==> config.mk <==
export PLATFORM = sky130hd
export DESIGN_NAME = alu_cmd_sequencer
export DESIGN_NICKNAME = d
export VERILOG_FILES = /design/src/rtl/alu_seq_pkg.sv /design/src/rtl/alu_cmd_fifo.sv /design/src/rtl/alu_cmd_sequencer.sv
export SDC_FILE = /design/constraint.sdc
export NUM_CORES = 1
export LEC_CHECK = 0
export ABC_AREA = 1
export CAP_MARGIN = 15
export CORE_UTILIZATION = 40
export DETAILED_ROUTE_END_ITERATION = 10
export SLEW_MARGIN = 20
export SYNTH_ARGS = -nofsm -noshare
export SYNTH_HDL_FRONTEND = slang
export SYNTH_SLANG_ARGS = --single-unit
==> constraint.sdc <==
create_clock -name clk -period 4.48 [get_ports clk]
set_clock_uncertainty 0.05 [all_clocks]
set_input_delay 1.344 -clock clk [delete_from_list [all_inputs] [get_ports clk]]
set_output_delay 1.344 -clock clk [all_outputs]
set_load 0.05 [all_outputs]
==> src/rtl/alu_seq_pkg.sv <==
// Shared widths, opcode constants, FSM encodings and the command record for the
// ALU command sequencer.
package alu_seq_pkg;

  localparam int DATA_W = 8;
  localparam int OP_W   = 4;
  localparam int CMD_W  = 2 * DATA_W + OP_W;

  localparam logic [OP_W-1:0] OP_ADD = 4'b0000;
  localparam logic [OP_W-1:0] OP_SUB = 4'b0001;
  localparam logic [OP_W-1:0] OP_AND = 4'b0010;
  localparam logic [OP_W-1:0] OP_OR  = 4'b0011;
  localparam logic [OP_W-1:0] OP_XOR = 4'b0100;

  localparam logic [1:0] IDLE = 2'd0;
  localparam logic [1:0] WAIT = 2'd1;
  localparam logic [1:0] RESP = 2'd2;

  typedef struct packed {
    logic [OP_W-1:0]   op;
    logic [DATA_W-1:0] in2;
    logic [DATA_W-1:0] in1;
  } alu_cmd_t;

  // Counters stick at all-ones instead of wrapping back to zero.
  function automatic logic [15:0] sat_inc16(input logic [15:0] value);
    return (value == 16'hFFFF) ? value : value + 16'd1;
  endfunction

endpackage

==> src/rtl/alu_cmd_fifo.sv <==
// Synchronous command FIFO with extra-MSB read/write pointers; push is refused
// while full and pop is ignored while empty.
module alu_cmd_fifo
  import alu_seq_pkg::*;
#(
  parameter int WIDTH = CMD_W,
  parameter int DEPTH = 4
) (
  input  logic             clk,
  input  logic             rst,
  input  logic             push,
  input  logic [WIDTH-1:0] push_data,
  input  logic             pop,
  output logic [WIDTH-1:0] pop_data,
  output logic             full,
  output logic             empty
);

  localparam int AW = $clog2(DEPTH);

  logic [AW:0]      wr_ptr_q;
  logic [AW:0]      wr_ptr_d;
  logic [AW:0]      rd_ptr_q;
  logic [AW:0]      rd_ptr_d;
  logic [WIDTH-1:0] mem_q [DEPTH];
  logic             do_push;
  logic             do_pop;

  always_comb begin
    full     = (wr_ptr_q[AW] != rd_ptr_q[AW]) && (wr_ptr_q[AW-1:0] == rd_ptr_q[AW-1:0]);
    empty    = (wr_ptr_q == rd_ptr_q);
    do_push  = push && !full;
    do_pop   = pop && !empty;
    wr_ptr_d = wr_ptr_q + {{AW{1'b0}}, do_push};
    rd_ptr_d = rd_ptr_q + {{AW{1'b0}}, do_pop};
  end

  assign pop_data = mem_q[rd_ptr_q[AW-1:0]];

  always_ff @(posedge clk or negedge rst) begin
    if (!rst) begin
      wr_ptr_q <= '0;
      rd_ptr_q <= '0;
    end else begin
      wr_ptr_q <= wr_ptr_d;
      rd_ptr_q <= rd_ptr_d;
    end
  end

  // Storage needs no reset: only entries between the pointers are ever read.
  always_ff @(posedge clk) begin
    if (do_push) begin
      mem_q[wr_ptr_q[AW-1:0]] <= push_data;
    end
  end

endmodule

==> src/rtl/alu_cmd_sequencer.sv <==
// Buffers ALU commands, issues them one at a time to a fixed-latency ALU and
// returns each result on a valid/ready port. Optional counters: ALU_SEQ_STATS_EN.
module alu_cmd_sequencer
  import alu_seq_pkg::*;
#(
  parameter int CMD_DEPTH = 4,
  parameter int ALU_LAT   = 1
) (
  input  logic              clk,
  input  logic              rst,
  input  logic              cmd_valid,
  output logic              cmd_ready,
  input  logic [DATA_W-1:0] cmd_in1,
  input  logic [DATA_W-1:0] cmd_in2,
  input  logic [OP_W-1:0]   cmd_op,
  output logic [DATA_W-1:0] alu_in1,
  output logic [DATA_W-1:0] alu_in2,
  output logic [OP_W-1:0]   alu_op,
  input  logic [DATA_W-1:0] alu_out,
  input  logic              alu_carryout,
  input  logic              alu_overflow,
  output logic              rsp_valid,
  input  logic              rsp_ready,
  output logic [DATA_W-1:0] rsp_data,
  output logic              rsp_carry,
  output logic              rsp_ovf,
  output logic [OP_W-1:0]   rsp_op,
  output logic              busy
`ifdef ALU_SEQ_STATS_EN
  ,
  output logic [15:0]       stat_cmds,
  output logic [15:0]       stat_carry,
  output logic [15:0]       stat_ovf
`endif
);

  localparam int CNT_W = (ALU_LAT > 0) ? $clog2(ALU_LAT + 1) : 1;
  localparam logic [CNT_W-1:0] LAT_LOAD = CNT_W'(ALU_LAT);

  alu_cmd_t          push_cmd;
  alu_cmd_t          head_cmd;
  logic              fifo_full;
  logic              fifo_empty;
  logic              fifo_pop;
  logic              rsp_handshake;

  logic [1:0]        state_q;
  logic [1:0]        state_d;
  logic [CNT_W-1:0]  cnt_q;
  logic [CNT_W-1:0]  cnt_d;
  logic [DATA_W-1:0] alu_in1_q;
  logic [DATA_W-1:0] alu_in1_d;
  logic [DATA_W-1:0] alu_in2_q;
  logic [DATA_W-1:0] alu_in2_d;
  logic [OP_W-1:0]   alu_op_q;
  logic [OP_W-1:0]   alu_op_d;
  logic              rsp_valid_q;
  logic              rsp_valid_d;
  logic [DATA_W-1:0] rsp_data_q;
  logic [DATA_W-1:0] rsp_data_d;
  logic              rsp_carry_q;
  logic              rsp_carry_d;
  logic              rsp_ovf_q;
  logic              rsp_ovf_d;
  logic [OP_W-1:0]   rsp_op_q;
  logic [OP_W-1:0]   rsp_op_d;

  always_comb begin
    push_cmd     = '0;
    push_cmd.in1 = cmd_in1;
    push_cmd.in2 = cmd_in2;
    push_cmd.op  = cmd_op;
  end

  alu_cmd_fifo #(
    .WIDTH(CMD_W),
    .DEPTH(CMD_DEPTH)
  ) u_fifo (
    .clk      (clk),
    .rst      (rst),
    .push     (cmd_valid),
    .push_data(push_cmd),
    .pop      (fifo_pop),
    .pop_data (head_cmd),
    .full     (fifo_full),
    .empty    (fifo_empty)
  );

  assign cmd_ready     = !fifo_full;
  assign rsp_handshake = rsp_valid_q && rsp_ready;

  // The result is sampled on the edge where the counter has already reached zero,
  // i.e. ALU_LAT+1 edges after the operands were loaded.
  always_comb begin
    state_d     = state_q;
    cnt_d       = cnt_q;
    alu_in1_d   = alu_in1_q;
    alu_in2_d   = alu_in2_q;
    alu_op_d    = alu_op_q;
    rsp_valid_d = rsp_valid_q;
    rsp_data_d  = rsp_data_q;
    rsp_carry_d = rsp_carry_q;
    rsp_ovf_d   = rsp_ovf_q;
    rsp_op_d    = rsp_op_q;
    fifo_pop    = 1'b0;
    case (state_q)
      IDLE: begin
        if (!fifo_empty) begin
          fifo_pop  = 1'b1;
          alu_in1_d = head_cmd.in1;
          alu_in2_d = head_cmd.in2;
          alu_op_d  = head_cmd.op;
          cnt_d     = LAT_LOAD;
          state_d   = WAIT;
        end
      end
      WAIT: begin
        if (cnt_q == '0) begin
          rsp_data_d  = alu_out;
          rsp_carry_d = alu_carryout;
          rsp_ovf_d   = alu_overflow;
          rsp_op_d    = alu_op_q;
          rsp_valid_d = 1'b1;
          state_d     = RESP;
        end else begin
          cnt_d = cnt_q - 1'b1;
        end
      end
      RESP: begin
        if (rsp_handshake) begin
          rsp_valid_d = 1'b0;
          state_d     = IDLE;
        end
      end
      default: begin
        state_d = IDLE;
      end
    endcase
  end

  always_ff @(posedge clk or negedge rst) begin
    if (!rst) begin
      state_q     <= IDLE;
      cnt_q       <= '0;
      alu_in1_q   <= '0;
      alu_in2_q   <= '0;
      alu_op_q    <= '0;
      rsp_valid_q <= 1'b0;
      rsp_data_q  <= '0;
      rsp_carry_q <= 1'b0;
      rsp_ovf_q   <= 1'b0;
      rsp_op_q    <= '0;
    end else begin
      state_q     <= state_d;
      cnt_q       <= cnt_d;
      alu_in1_q   <= alu_in1_d;
      alu_in2_q   <= alu_in2_d;
      alu_op_q    <= alu_op_d;
      rsp_valid_q <= rsp_valid_d;
      rsp_data_q  <= rsp_data_d;
      rsp_carry_q <= rsp_carry_d;
      rsp_ovf_q   <= rsp_ovf_d;
      rsp_op_q    <= rsp_op_d;
    end
  end

  assign alu_in1   = alu_in1_q;
  assign alu_in2   = alu_in2_q;
  assign alu_op    = alu_op_q;
  assign rsp_valid = rsp_valid_q;
  assign rsp_data  = rsp_data_q;
  assign rsp_carry = rsp_carry_q;
  assign rsp_ovf   = rsp_ovf_q;
  assign rsp_op    = rsp_op_q;
  assign busy      = (state_q != IDLE);

`ifdef ALU_SEQ_STATS_EN
  logic [15:0] stat_cmds_q;
  logic [15:0] stat_cmds_d;
  logic [15:0] stat_carry_q;
  logic [15:0] stat_carry_d;
  logic [15:0] stat_ovf_q;
  logic [15:0] stat_ovf_d;

  // Counted on the response handshake so a reset mid-flight never counts.
  always_comb begin
    stat_cmds_d  = stat_cmds_q;
    stat_carry_d = stat_carry_q;
    stat_ovf_d   = stat_ovf_q;
    if (rsp_handshake) begin
      stat_cmds_d = sat_inc16(stat_cmds_q);
      if (rsp_carry_q) begin
        stat_carry_d = sat_inc16(stat_carry_q);
      end
      if (rsp_ovf_q) begin
        stat_ovf_d = sat_inc16(stat_ovf_q);
      end
    end
  end

  always_ff @(posedge clk or negedge rst) begin
    if (!rst) begin
      stat_cmds_q  <= '0;
      stat_carry_q <= '0;
      stat_ovf_q   <= '0;
    end else begin
      stat_cmds_q  <= stat_cmds_d;
      stat_carry_q <= stat_carry_d;
      stat_ovf_q   <= stat_ovf_d;
    end
  end

  assign stat_cmds  = stat_cmds_q;
  assign stat_carry = stat_carry_q;
  assign stat_ovf   = stat_ovf_q;
`endif

endmodule
# [Yosys cells after proc, flatten, opt, wreduce, memory -nomap -nowiden]
# Memory sizes are Yosys's and may differ from the RTL's. A register that Yosys moved wholly into a read port is not among the register bits.
# Index checks and enable logic that the tools add are counted.
[classes] bitwise=2 n_reduce_logical=16 addsub=3 muxes=14 n_eq_ne=8
[ops] operator="2-to-1 mux 1 bit" n=8
[ops] operator="adder 3 x 1 -> 3 bit" n=2
[ops] operator="2-to-1 mux 2 bit" n=3
[ops] operator="inequality test 2 bit, second input constant" n=3
[ops] operator="case mux 2 bit (3 select lines)" n=1
[ops] operator="AND reduction 2 bit" n=3
[ops] operator="AND reduction 3 bit" n=2
[ops] operator="nonzero test 2 bit" n=3
[ops] operator="logical AND 1 bit" n=4
[ops] operator="case mux 1 bit (2 select lines)" n=2
[ops] operator="== test 3 bit" n=1
[ops] operator="logical NOT 1 bit" n=3
[ops] operator="== test 2 x 1 -> 1 bit, second input constant" n=1
[ops] operator="== test 2 bit" n=1
[ops] operator="== test 2 bit, second input constant" n=1
[ops] operator="logical NOT 2 bit" n=1
[ops] operator="inverter 1 bit" n=2
[ops] operator="inequality test 1 bit" n=1
[ops] operator="subtractor 1 bit, second input constant" n=1
[totals] mem_count=1 mem_bits_rw=80 out_inout_bits=37 register_bits=24 inputBits=34 word_cells=53
[mem_list] name="u_fifo.mem_q" depth=4 width=20 rd=1 rd_clocked_by_memory_dff=1 wr=1 line="alu_cmd_fifo.sv:25" text="logic [WIDTH-1:0] mem_q [DEPTH];"

# [Longest topological paths before layout]
# Gate-level depths: netlist of run 1.
[depth] word_depth=6 mapped_depth=10 mapped_depth_nobuf=9

# [Hierarchy]
# A second synthesis of run 1 with hierarchy kept.
[hier_totals] cells_unflattened=405 hier_area_um2=4909.7
[modules_own_cells] module="alu_cmd_fifo" seq_area_each_um2=2552.4 area_per_inst_um2=3320.7 instances=1 cells_per_inst=234
[modules_own_cells] module="alu_cmd_sequencer" seq_area_each_um2=950.9 area_per_inst_um2=1589.0 instances=1 cells_per_inst=171

# [Worst setup path before layout of run 1]
# OpenSTA, ideal clock, no wires.
[synth_timing] kind="input to register" start="input cmd_valid" end="memory u_fifo.mem_q[0][0] in the netlist's numbering, enable pin" t_required_ps=4033 path_buffers=0 arrival_ps=2349 slack_ps=1685 cell_stages=2 setup_ps=397 cell_sequence="nand2_1 nor2_1"
[synth_via] elab_chain_len=3
[synth_rtl] item="start: declaration" line="alu_cmd_sequencer.sv:11" text="input logic cmd_valid,"
[synth_rtl] item="logical AND 1 bit" line="alu_cmd_fifo.sv:32" text="do_push = push && !full;"
[synth_rtl] item="2-to-1 mux 1 bit" line="alu_cmd_fifo.sv:52" text="if (do_push) begin"
[synth_rtl] item="2-to-1 mux 1 bit (implied by the code)" line="alu_cmd_fifo.sv:53" text="mem_q[wr_ptr_q[AW-1:0]] <= push_data;"
[synth_rtl] item="end: declaration" line="alu_cmd_fifo.sv:25"
# No other way between the ends.

# [Worst setup path after layout of run 1]
[layout_timing] start="register u_fifo.rd_ptr_q[1]" end="output cmd_ready"
[layout_via] elab_chain_len=3
[layout_rtl] item="start: declaration" line="alu_cmd_fifo.sv:23" text="logic [AW:0] rd_ptr_q;"
[layout_rtl] item="start signal: assignment" line="alu_cmd_fifo.sv:46" text="rd_ptr_q <= rd_ptr_d;"
[layout_rtl] item="== test 2 bit" line="alu_cmd_fifo.sv:30" text="full = (wr_ptr_q[AW] != rd_ptr_q[AW]) && (wr_ptr_q[AW-1:0] == rd_ptr_q[AW-1:0]);"
[layout_rtl] item="logical AND 1 bit" line="alu_cmd_fifo.sv:30"
[layout_rtl] item="logical NOT 1 bit" line="alu_cmd_sequencer.sv:89" text="assign cmd_ready = !fifo_full;"
[layout_rtl] item="end: declaration" line="alu_cmd_sequencer.sv:12" text="output logic cmd_ready,"
# No other way between the ends.

==> flow_summary.json, run 1 <==
{
  "outcome": "completed",
  "wl_mm": 10.4,
  "synth_warnings": 0,
  "worstPathMaxFanout": 21,
  "core-area_sq_um": 12600,
  "synth-edff-count": 80,
  "wl_per_cell_um": 13.4,
  "yosys_register_bits": 124,
  "nets": 628,
  "drc_errors": 0,
  "final-hold-violation-count": 0,
  "ys_seq_area_share_pct": 67.6,
  "vdd_ir_drop_max_mv": 0.289,
  "post-place-ws_ps": 1040,
  "rows": 41,
  "min_period_over_period_pct": 85.7,
  "holdBufCountCts": 0,
  "p_leak_nw": 3.10,
  "first_pass_iters": 4,
  "synth_fp_nets": 554,
  "crit_path_cell_trace": "inv_2, nand2_1, nand2_1, nand3b_1, clkdlybuf4s50_1",
  "grt_overflow_total": 0,
  "setup_tns_ps": 0,
  "area_delta_synth_final_pct": 27.4,
  "cts_buffers": 17,
  "n_antenna_cell": 0,
  "gp_congestion": 0.742,
  "tritoncts": "yes",
  "worst_pin_slew_ps": 652,
  "clkSinkCount": 124,
  "powerDensity_nw_per_um2": 790,
  "synth_cells": 516,
  "fmax_mhz": 260,
  "ys_types": 19,
  "drv_slew": 0,
  "slowest_stage": "clkdlybuf4s50_1",
  "grtUsageTotal_pct": 17.1,
  "cts_buffer_depth": 2,
  "die-area_sq_um": 13400,
  "io_buffer_count": 70,
  "crit_type": "flop to output pin",
  "cts_resized": 0,
  "setup.worst_path.start_class": "flop",
  "ys_async_sr_fraction_pct": 35.5,
  "first_global_vias": 3535,
  "root_buffer": "clkbuf_16",
  "setup_ws_ps": 639,
  "final_common_cell": "nand2_1",
  "mostFrequentLayoutCells": "186 x nand2_1, 89 x inv_1, 80 x edfxtp_1, 76 x nand3_1, 69 x clkdlybuf4s50_1",
  "fin_crit_ps": 3840,
  "relSlewSlack_pct": 56.5,
  "synth_area_sq_um": 5180,
  "worst_setup_path_end_kind": "output pin",
  "dpl.hpwl_mm": 6.66,
  "start_util_pct": 41.1,
  "crit_required_ps": 3090,
  "synthTopCellsByArea": "edfxtp_1 46%, dfrtp_1 21%, nand2_1 13%, nand3_1 7.3%, inv_1 6.5%",
  "die_w_um": 116,
  "synth_ff_type": "edfxtp_1",
  "io_pins": 71,
  "grt_pass1_wl_mm": 16.8,
  "netlist.top_cell.by_area": "edfxtp_1",
  "grt_setup_unrepaired": "false",
  "hp-class": "flop to flop",
  "first_iter_violations": 167,
  "worst_path_largest_cell_delay_ps": 810,
  "yosysTopAreaCellShare_pct": 46.4,
  "synth.avg_cell_area_sq_um": 10.0,
  "cts_setup_buffers": 0,
  "antenna_found_initial": 0,
  "timing.final.setup_violations": 0,
  "cp.arrival_ps": 2450,
  "num-fill-cells": 1146,
  "maxCapViolations": 0,
  "vias": 3518,
  "avgViaCountPerCell": 4.54,
  "clkTransAtPathRegs_ps": 50,
  "die_y_um": 116,
  "cts.htree.levels": 4,
  "clkLatencyLatePin_ps": 400,
  "antenna_left": 0,
  "grt_max_degree": 45,
  "drive_gt1_share_pct": 7.46,
  "path_common_cell": "nand2_1"
}
## cell type report
cell class              instances  area (sq um)  area share [%]
flip-flops and latches        124          3500            53.1
well taps                     172           215            3.26
repair buffers                 77           751            11.4
clock inverters                 5          26.3           0.398
inverters                      91           342            5.17
multi-input cells             279          1230            18.6
clock buffers                  27           536            8.11
## path summary, 6_finish.rpt
check	from	endpoint	slack, ps	cells after the start
worst max-delay path	u_fifo.rd_ptr_q[1]$_DFF_PN0_	cmd_ready	640	5
worst min-delay path	rsp_data[3]$_DFFE_PN0P_	rsp_data[3]$_DFFE_PN0P_	420	2
worst max register to register	u_fifo.rd_ptr_q[1]$_DFF_PN0_	u_fifo.rd_ptr_q[2]$_DFF_PN0_	1520	9
worst min register to register	rsp_data[3]$_DFFE_PN0P_	rsp_data[3]$_DFFE_PN0P_	420	2
max in group asynchronous	rst	alu_in2[6]$_DFFE_PN0P_	3090	1
min in group asynchronous	rst	u_fifo.wr_ptr_q[2]$_DFF_PN0_	890	1
## Yosys cell counts (2+ instances only)
cell	count
ha_1	4
buf_2	15
clkbuf_1	4
edfxtp_1	80
buf_6	2
nand2_1	186
xor2_1	2
nor2_1	5
dfrtp_1	44
nand3_1	76
inv_1	90
## cells by family after synthesis
kind of cell,count (synthesis),synth area share [%]
AOI/OAI and AO/OA,1,0.0965
xor gates and xnor gates,3,0.652
adders and majority gates,4,0.966
buffers and inverters,113,8.84
DFF,124,67.6
and+or+nand+nor,271,21.8
## per-layer routing
metal | vias to the layer above | routed length [um] | GRT usage [%] | share of wire (%)
met4 | 0 | 210 | 8.46 | 2.0
met3 | 17 | 423 | 3.92 | 4.1
met1 | 1670 | 4570 | 20.4 | 44
met5 | - | 0 | 0 | 0
met2 | 70 | 5190 | 29.2 | 50
li1 | 1761 | - | - | -
## critical path: cells and delay by family (launching register included)
kind / cells / cell delay, ps
buffers and inverters: 2 / 1100
flip-flops: 1 / 620
AND/OR/NAND/NOR: 3 / 320
## where the power goes
part | total, W | internal (W) | switching, W
Sequential | 0.00177 | 0.00160 | 0.000169
Combinational | 0.00219 | 0.000669 | 0.00152
Clock | 0.00126 | 0.000813 | 0.000449
Total | 0.00522 | 0.00308 | 0.00214
## registers in the layout (all words and copies together) (netlist names)
register and flops:
alu_in1 8, alu_in2 8, alu_op 4, cnt_q 1, rsp_carry 1, rsp_data 8, rsp_op 4, rsp_ovf 1
rsp_valid 1, state_q 2, u_fifo.mem_q 80, u_fifo.rd_ptr_q 3, u_fifo.wr_ptr_q 3
## through the flow
step | hold slack [ps] | total power, W | instances | util [%] | cell area, sq um
2_1_floorplan | 399 | 0.00334 | 516 | - | 5180
3_3_place_gp | 403 | 0.00396 | 743 | 47.9 | 6040
3_5_place_dp | 408 | 0.00401 | 743 | 47.9 | 6040
4_1_cts | 421 | 0.00528 | 775 | 52.3 | 6600
5_1_grt | 445 | 0.00555 | 775 | 52.3 | 6600
6_report | 416 | 0.00522 | 775 | 52.3 | 6600
No activity file was read; power rests on OpenSTA's default activity.
==> inputs of run 2 (changes only) <==
CELL_PAD_IN_SITES_DETAIL_PLACEMENT = 0   (was unset)
CELL_PAD_IN_SITES_GLOBAL_PLACEMENT = 1   (was unset)
CORE_UTILIZATION = 46   (was 40)
GPL_ROUTABILITY_DRIVEN = 0   (was unset)
PLACE_DENSITY_LB_ADDON = 0.1   (was unset)
==> flow_summary.json, run 2 (synthesized netlist as in run 1, its figures left out) <==
{
  "outcome": "completed",
  "r2r_cells": 9,
  "mostFrequentLayoutCells": "186 x nand2_1, 89 x inv_1, 80 x edfxtp_1, 76 x nand3_1, 69 x clkdlybuf4s50_1",
  "nets": 628,
  "wl_per_cell_um": 13.2,
  "grt_pass1_wl_mm": 16.1,
  "r2r_start": "u_fifo.rd_ptr_q[1]$_DFF_PN0_",
  "final-hold-violation-count": 0,
  "relSlewSlack_pct": 36.8,
  "powerDensity_nw_per_um2": 796,
  "hp-class": "flop to flop",
  "cp.arrival_ps": 2260,
  "r2r_setup_slack_ps": 1900,
  "final_common_cell": "nand2_1",
  "grt_overflow_total": 0,
  "io_buffer_count": 70,
  "cts_setup_buffers": 0,
  "min_period_over_period_pct": 81.5,
  "die_y_um": 108,
  "die_w_um": 108,
  "maxCapViolations": 0,
  "largest_register_ffs": 80,
  "slowest_stage": "clkdlybuf4s50_1",
  "drive_gt1_share_pct": 7.63,
  "first_global_vias": 3241,
  "crit_type": "flop to output pin",
  "worst_path_largest_cell_delay_ps": 720,
  "clkSinkCount": 124,
  "top_usage_layer": "met2",
  "clkTransAtPathRegs_ps": 60,
  "p_leak_nw": 3.07,
  "n_antenna_cell": 0,
  "first_iter_violations": 196,
  "root_buffer": "clkbuf_8",
  "cts_buffer_depth": 2,
  "area_delta_synth_final_pct": 26.3,
  "dpl.hpwl_mm": 6.16,
  "grtUsageMet1_pct": 25.3,
  "crit_path_cell_trace": "inv_2, nand2_1, nand2_1, nand3b_1, clkdlybuf4s50_1",
  "fin_crit_ps": 3650,
  "stdcell_count": 743,
  "io_pins": 71,
  "path_common_cell": "nand2_1",
  "vias": 3461,
  "avgViaCountPerCell": 4.66,
  "clkLatencyLatePin_ps": 510,
  "num-fill-cells": 950,
  "drc_errors": 0,
  "place_inst": 711,
  "core-area_sq_um": 10900,
  "cts_resized": 0,
  "first_pass_iters": 4,
  "worst_pin_slew_ps": 948,
  "tritoncts": "yes",
  "die-area_sq_um": 11700,
  "grt_use_met2_pct": 29.4,
  "grt_setup_unrepaired": "false",
  "timing.final.setup_violations": 0,
  "drv_slew": 0,
  "start_util_pct": 47.6,
  "grtUsageTotal_pct": 18.7,
  "grt_max_degree": 45,
  "wl_mm": 9.82,
  "crit_path_start": "u_fifo.rd_ptr_q[1]$_DFF_PN0_",
  "hold_depth": 2,
  "worst_setup_path_end_kind": "output pin",
  "gr-usage-met3_pct": 4.82,
  "setup.worst_path.start_class": "flop",
  "power_w": 0.00521,
  "rows": 38,
  "crit_required_ps": 3090,
  "vdd_ir_drop_max_mv": 0.370,
  "worstPathMaxFanout": 21,
  "holdBufCountCts": 0,
  "antenna_left": 0,
  "antenna_found_initial": 0,
  "fmax_mhz": 274,
  "cts_buffers": 17,
  "cts.htree.levels": 4,
  "hold_path_startpoint": "alu_in1[7]$_DFFE_PN0P_",
  "setup_tns_ps": 0
}
-- run 2: cell types whose count changed in the layout (fill, tap and decap cells not counted), sizes merged --
cell,change
bufinv,+1
clkbuf,-10
clkinvlp,+6
inv,+3
-- run 2: worst max-delay path: cells and delay by family, from the launching register on --
| family | cells | cell delay (ps) |
|---|---|---|
| AND/OR/NAND/NOR | 3 | 330 |
| flip-flops | 1 | 380 |
| buffers and inverters | 2 | 1050 |
-- run 2: worst paths after layout --
check	to
max	cmd_ready
min	alu_in1[7]$_DFFE_PN0P_
max reg2reg	u_fifo.rd_ptr_q[2]$_DFF_PN0_
min reg2reg	alu_in1[7]$_DFFE_PN0P_
max in group asynchronous	alu_op[0]$_DFFE_PN0P_
min in group asynchronous	alu_in2[0]$_DFFE_PN0P_
-- run 2: final cells by class --
type | instances | area, sq um | area share (%)
inverter | 91 | 342 | 5.22
tap | 140 | 175 | 2.68
sequential | 124 | 3500 | 53.5
multi-input combinational | 279 | 1220 | 18.7
clock buffer | 17 | 414 | 6.33
clock inverter | 15 | 141 | 2.16
timing repair buffer | 77 | 748 | 11.4
-- run 2: metal layers --
layer	wire (um)	part of all wire (%)	vias up
met3	429	4.4	9
met2	4610	47	73
met1	4680	48	1611
li1	-	-	1768
met5	0	0	-
met4	102	1.0	0
-- run 2: report_power, final --
group	internal (W)	total (W)	switching [W]
clock network	0.000741	0.00125	0.000507
logic	0.000668	0.00221	0.00154
registers	0.00160	0.00175	0.000148
-- run 2: through the flow --
stage	cell area [sq um]	utilization [%]	setup slack [ps]	hold slack, ps
after global routing	6550	60.1	696	445
final	6550	60.1	829	419
after detailed placement	5990	55.0	1330	410
after floorplan	5180	-	1680	399
after global placement	5990	55.0	1340	403
after CTS	6550	60.1	772	424
==> RTL edit (config.mk and constraints of run 2) <==
Take the reset off `rsp_data_q` and load it in a clocked block of its own.
--- a/src/rtl/alu_cmd_sequencer.sv
+++ b/src/rtl/alu_cmd_sequencer.sv
@@ -148,3 +148,2 @@
       rsp_valid_q <= 1'b0;
-      rsp_data_q  <= '0;
       rsp_carry_q <= 1'b0;
@@ -159,3 +158,2 @@
       rsp_valid_q <= rsp_valid_d;
-      rsp_data_q  <= rsp_data_d;
       rsp_carry_q <= rsp_carry_d;
@@ -164,2 +162,6 @@
     end
+  end
+
+  always_ff @(posedge clk) begin
+    rsp_data_q <= rsp_data_d;
   end
Formal check against the unedited RTL: differs if rst is asserted again (counterexample within 10 cycles, from zero or initial values and one cycle with rst low); with rst held inactive, the same outputs for 10 cycles.
==> RTL edit against run 2 <==
Sequential cell count unchanged. Worst hold slack worse by 3.3 ps. Total power down 2.1%. Wire length down 0.62%. Area after synthesis down 1.6%. Non-clock buffer count up 1. Setup slack better by 100 ps. Via count down 4.4%. Design area down 0.88%. Critical endpoint unchanged. Largest cell class unchanged.
==> RTL edit: results (changes against run 2) <==
- Post-synthesis cell type count: 19 (unchanged)
- Max FFs per register: 80 (unchanged)
- First-pass iteration count of the detailed router: 5 (was 4)
- DR vias/cell: 4.58 (was 4.66)
- NetSw: 0.00202 W (was 0.00220 W)
- Post-synth EDFFs: 88 (was 80)
- Vias in the first global route: 3210 (was 3241)
- Fill count: 933 (was 950)
- Initial antenna violation count: 0 (unchanged)
- Sequential group power: 0.00175 W (about the same)
- CTS max path bufs: 2 (unchanged)
- Ant diodes: 0 (unchanged)
- Worst-case reg-to-reg path depth: 9 (unchanged)
- Total congestion overflow: 0 (unchanged)
- Clock power share: 25.2% (was 24.0%)
- Worst r2r dst: u_fifo.rd_ptr_q[2]$_DFF_PN0_ (unchanged)
- # port buffers: 70 (unchanged)
- R2R setup slack: 2090 ps (was 1900 ps)
- Resized Gates After CTS: 0 (unchanged)
- Post-CTS setup buffers: 0 (unchanged)
- Worst path max stage delay: 800 ps (was 720 ps)
- Post-synth ARST share: 29.0% (was 35.5%)
- Total global routing track utilization: 19.2% (was 18.7%)
- Status: complete, no violations (unchanged)
- Detailed Place HPWL: 6130 µm (was 6160 µm)
- Largest net degree at the start of global routing: 43 (was 45)
- WHS Endpoint: alu_in2[6]$_DFFE_PN0P_ (was alu_in1[7]$_DFFE_PN0P_)
- H-tree levels: 4 (unchanged)
- Worst-path maximum fanout: 9 (was 21)
- Top post-synthesis cells by count: nand2_1, inv_1, edfxtp_1 (unchanged)
- RR Startpoint: u_fifo.rd_ptr_q[1]$_DFF_PN0_ (unchanged)
- Worst Hold Class: flop to flop (unchanged)
- Clock Latency Late Sink: 510 ps (about the same)
- Top post-synthesis cells by area: edfxtp_1, dfrtp_1, nand2_1 (unchanged)
- Synthesized Nets: 529 (was 554)
- WHS: 415 ps (was 419 ps)
- CP delay by family, top: buffers and inverters (unchanged)
- CTS root buffer: clkbuf_8 (unchanged)
- Slew headroom: 46.1% (was 36.8%)
- Lkg Pwr: 3.01 nW (was 3.07 nW)
- Avg WL per Cell: 13.5 µm (was 13.2 µm)
- Global-route wire length before repair: 16200 µm (was 16100 µm)
- Critical-path top delay cell: clkdlybuf4s50_1 (unchanged)
- CTS Buf Count: 17 (unchanged)
- Hold Crit Start: alu_in2[6]$_DFFE_PN0P_ (was alu_in1[7]$_DFFE_PN0P_)
- Fin nets: 607 (was 628)
- Peak supply drop: 0.488 mV (was 0.370 mV)
- Post-synthesis sequential area ratio: 69.5% (was 67.6%)
- Hold Path Depth: 2 (unchanged)
- Arr. time, crit path: 2150 ps (was 2260 ps)
- Drt drc: 0 (unchanged)
- CTS clk-pin slew, worst paths: 60 ps (about the same)
- Share of layout cells above drive strength 1: 7.04% (was 7.63%)
- DRT iter0 DRCs: 162 (was 196)
-- RTL edit: cells by family (layout without fill, tap and decap cells) --
| kind of cell | count (synthesis) | in the layout | share of synthesized area, % |
|---|---|---|---|
| and+or+nand+nor | 248 | 248 | 20.1 |
| buffers and inverters | 111 | 202 | 8.73 |
| AOI/OAI and AO/OA | 1 | 1 | 0.0980 |
| xor gates and xnor gates | 3 | 3 | 0.662 |
| DFF | 124 | 124 | 69.5 |
| adders and majority gates | 4 | 4 | 0.981 |
-- RTL edit: cell type report --
class                           instances  area share (%)
Sequential cell                       124            54.6
Clock inverter                         10            1.89
Clock buffer                           22            6.67
Inverter                               92            5.32
Multi-Input combinational cell        256            17.1
Timing Repair Buffer                   78            11.6
Tap cell                              140            2.70
-- RTL edit: worst register-to-register path, stage by stage (launching register included) --
cell and delay, ps:
dfrtp_1 470, inv_1 120, nand2_1 50, nand2_1 90
nand3_2 370, nand2_2 510, inv_1 90, ha_1 220
ha_1 180, xor2_1 130
-- RTL edit: through the flow --
| stage | util, % | total power, W | setup slack [ps] | instance area [µm²] | std cells |
|---|---|---|---|---|---|
| floorplan | - | 0.00322 | 1680 | 5100 | 491 |
| global placement | 54.7 | 0.00384 | 1460 | 5930 | 690 |
| detailed placement | 54.7 | 0.00386 | 1440 | 5930 | 690 |
| CTS | 59.8 | 0.00515 | 891 | 6490 | 722 |
| global route | 59.8 | 0.00546 | 757 | 6490 | 722 |
| finish | 59.8 | 0.00510 | 932 | 6490 | 722 |
-- RTL edit: per-layer routing --
| layer | part of all wire (%) | vias up | track usage, % | routed length [µm] |
|---|---|---|---|---|
| met5 | 0 | - | 0 | 0 |
| met4 | 0.97 | 0 | 8.32 | 95 |
| met3 | 5.6 | 9 | 4.66 | 543 |
| met2 | 45 | 91 | 27.5 | 4350 |
| met1 | 49 | 1509 | 27.7 | 4770 |
| li1 | - | 1700 | - | - |
-- RTL edit: worst max-delay path by stage --
stage | depth (start not counted) | to | slack (ps) | from
final | 5 | cmd_ready | 930 | u_fifo.rd_ptr_q[1]$_DFF_PN0_
after global routing | 5 | cmd_ready | 760 | u_fifo.rd_ptr_q[1]$_DFF_PN0_
after CTS | 5 | cmd_ready | 890 | u_fifo.rd_ptr_q[1]$_DFF_PN0_
after detailed placement | 5 | cmd_ready | 1440 | u_fifo.rd_ptr_q[1]$_DFF_PN0_
after global placement | 5 | cmd_ready | 1460 | u_fifo.rd_ptr_q[1]$_DFF_PN0_
after floorplan | 2 | u_fifo.mem_q[0][0]$_DFFE_PP_ | 1680 | cmd_valid
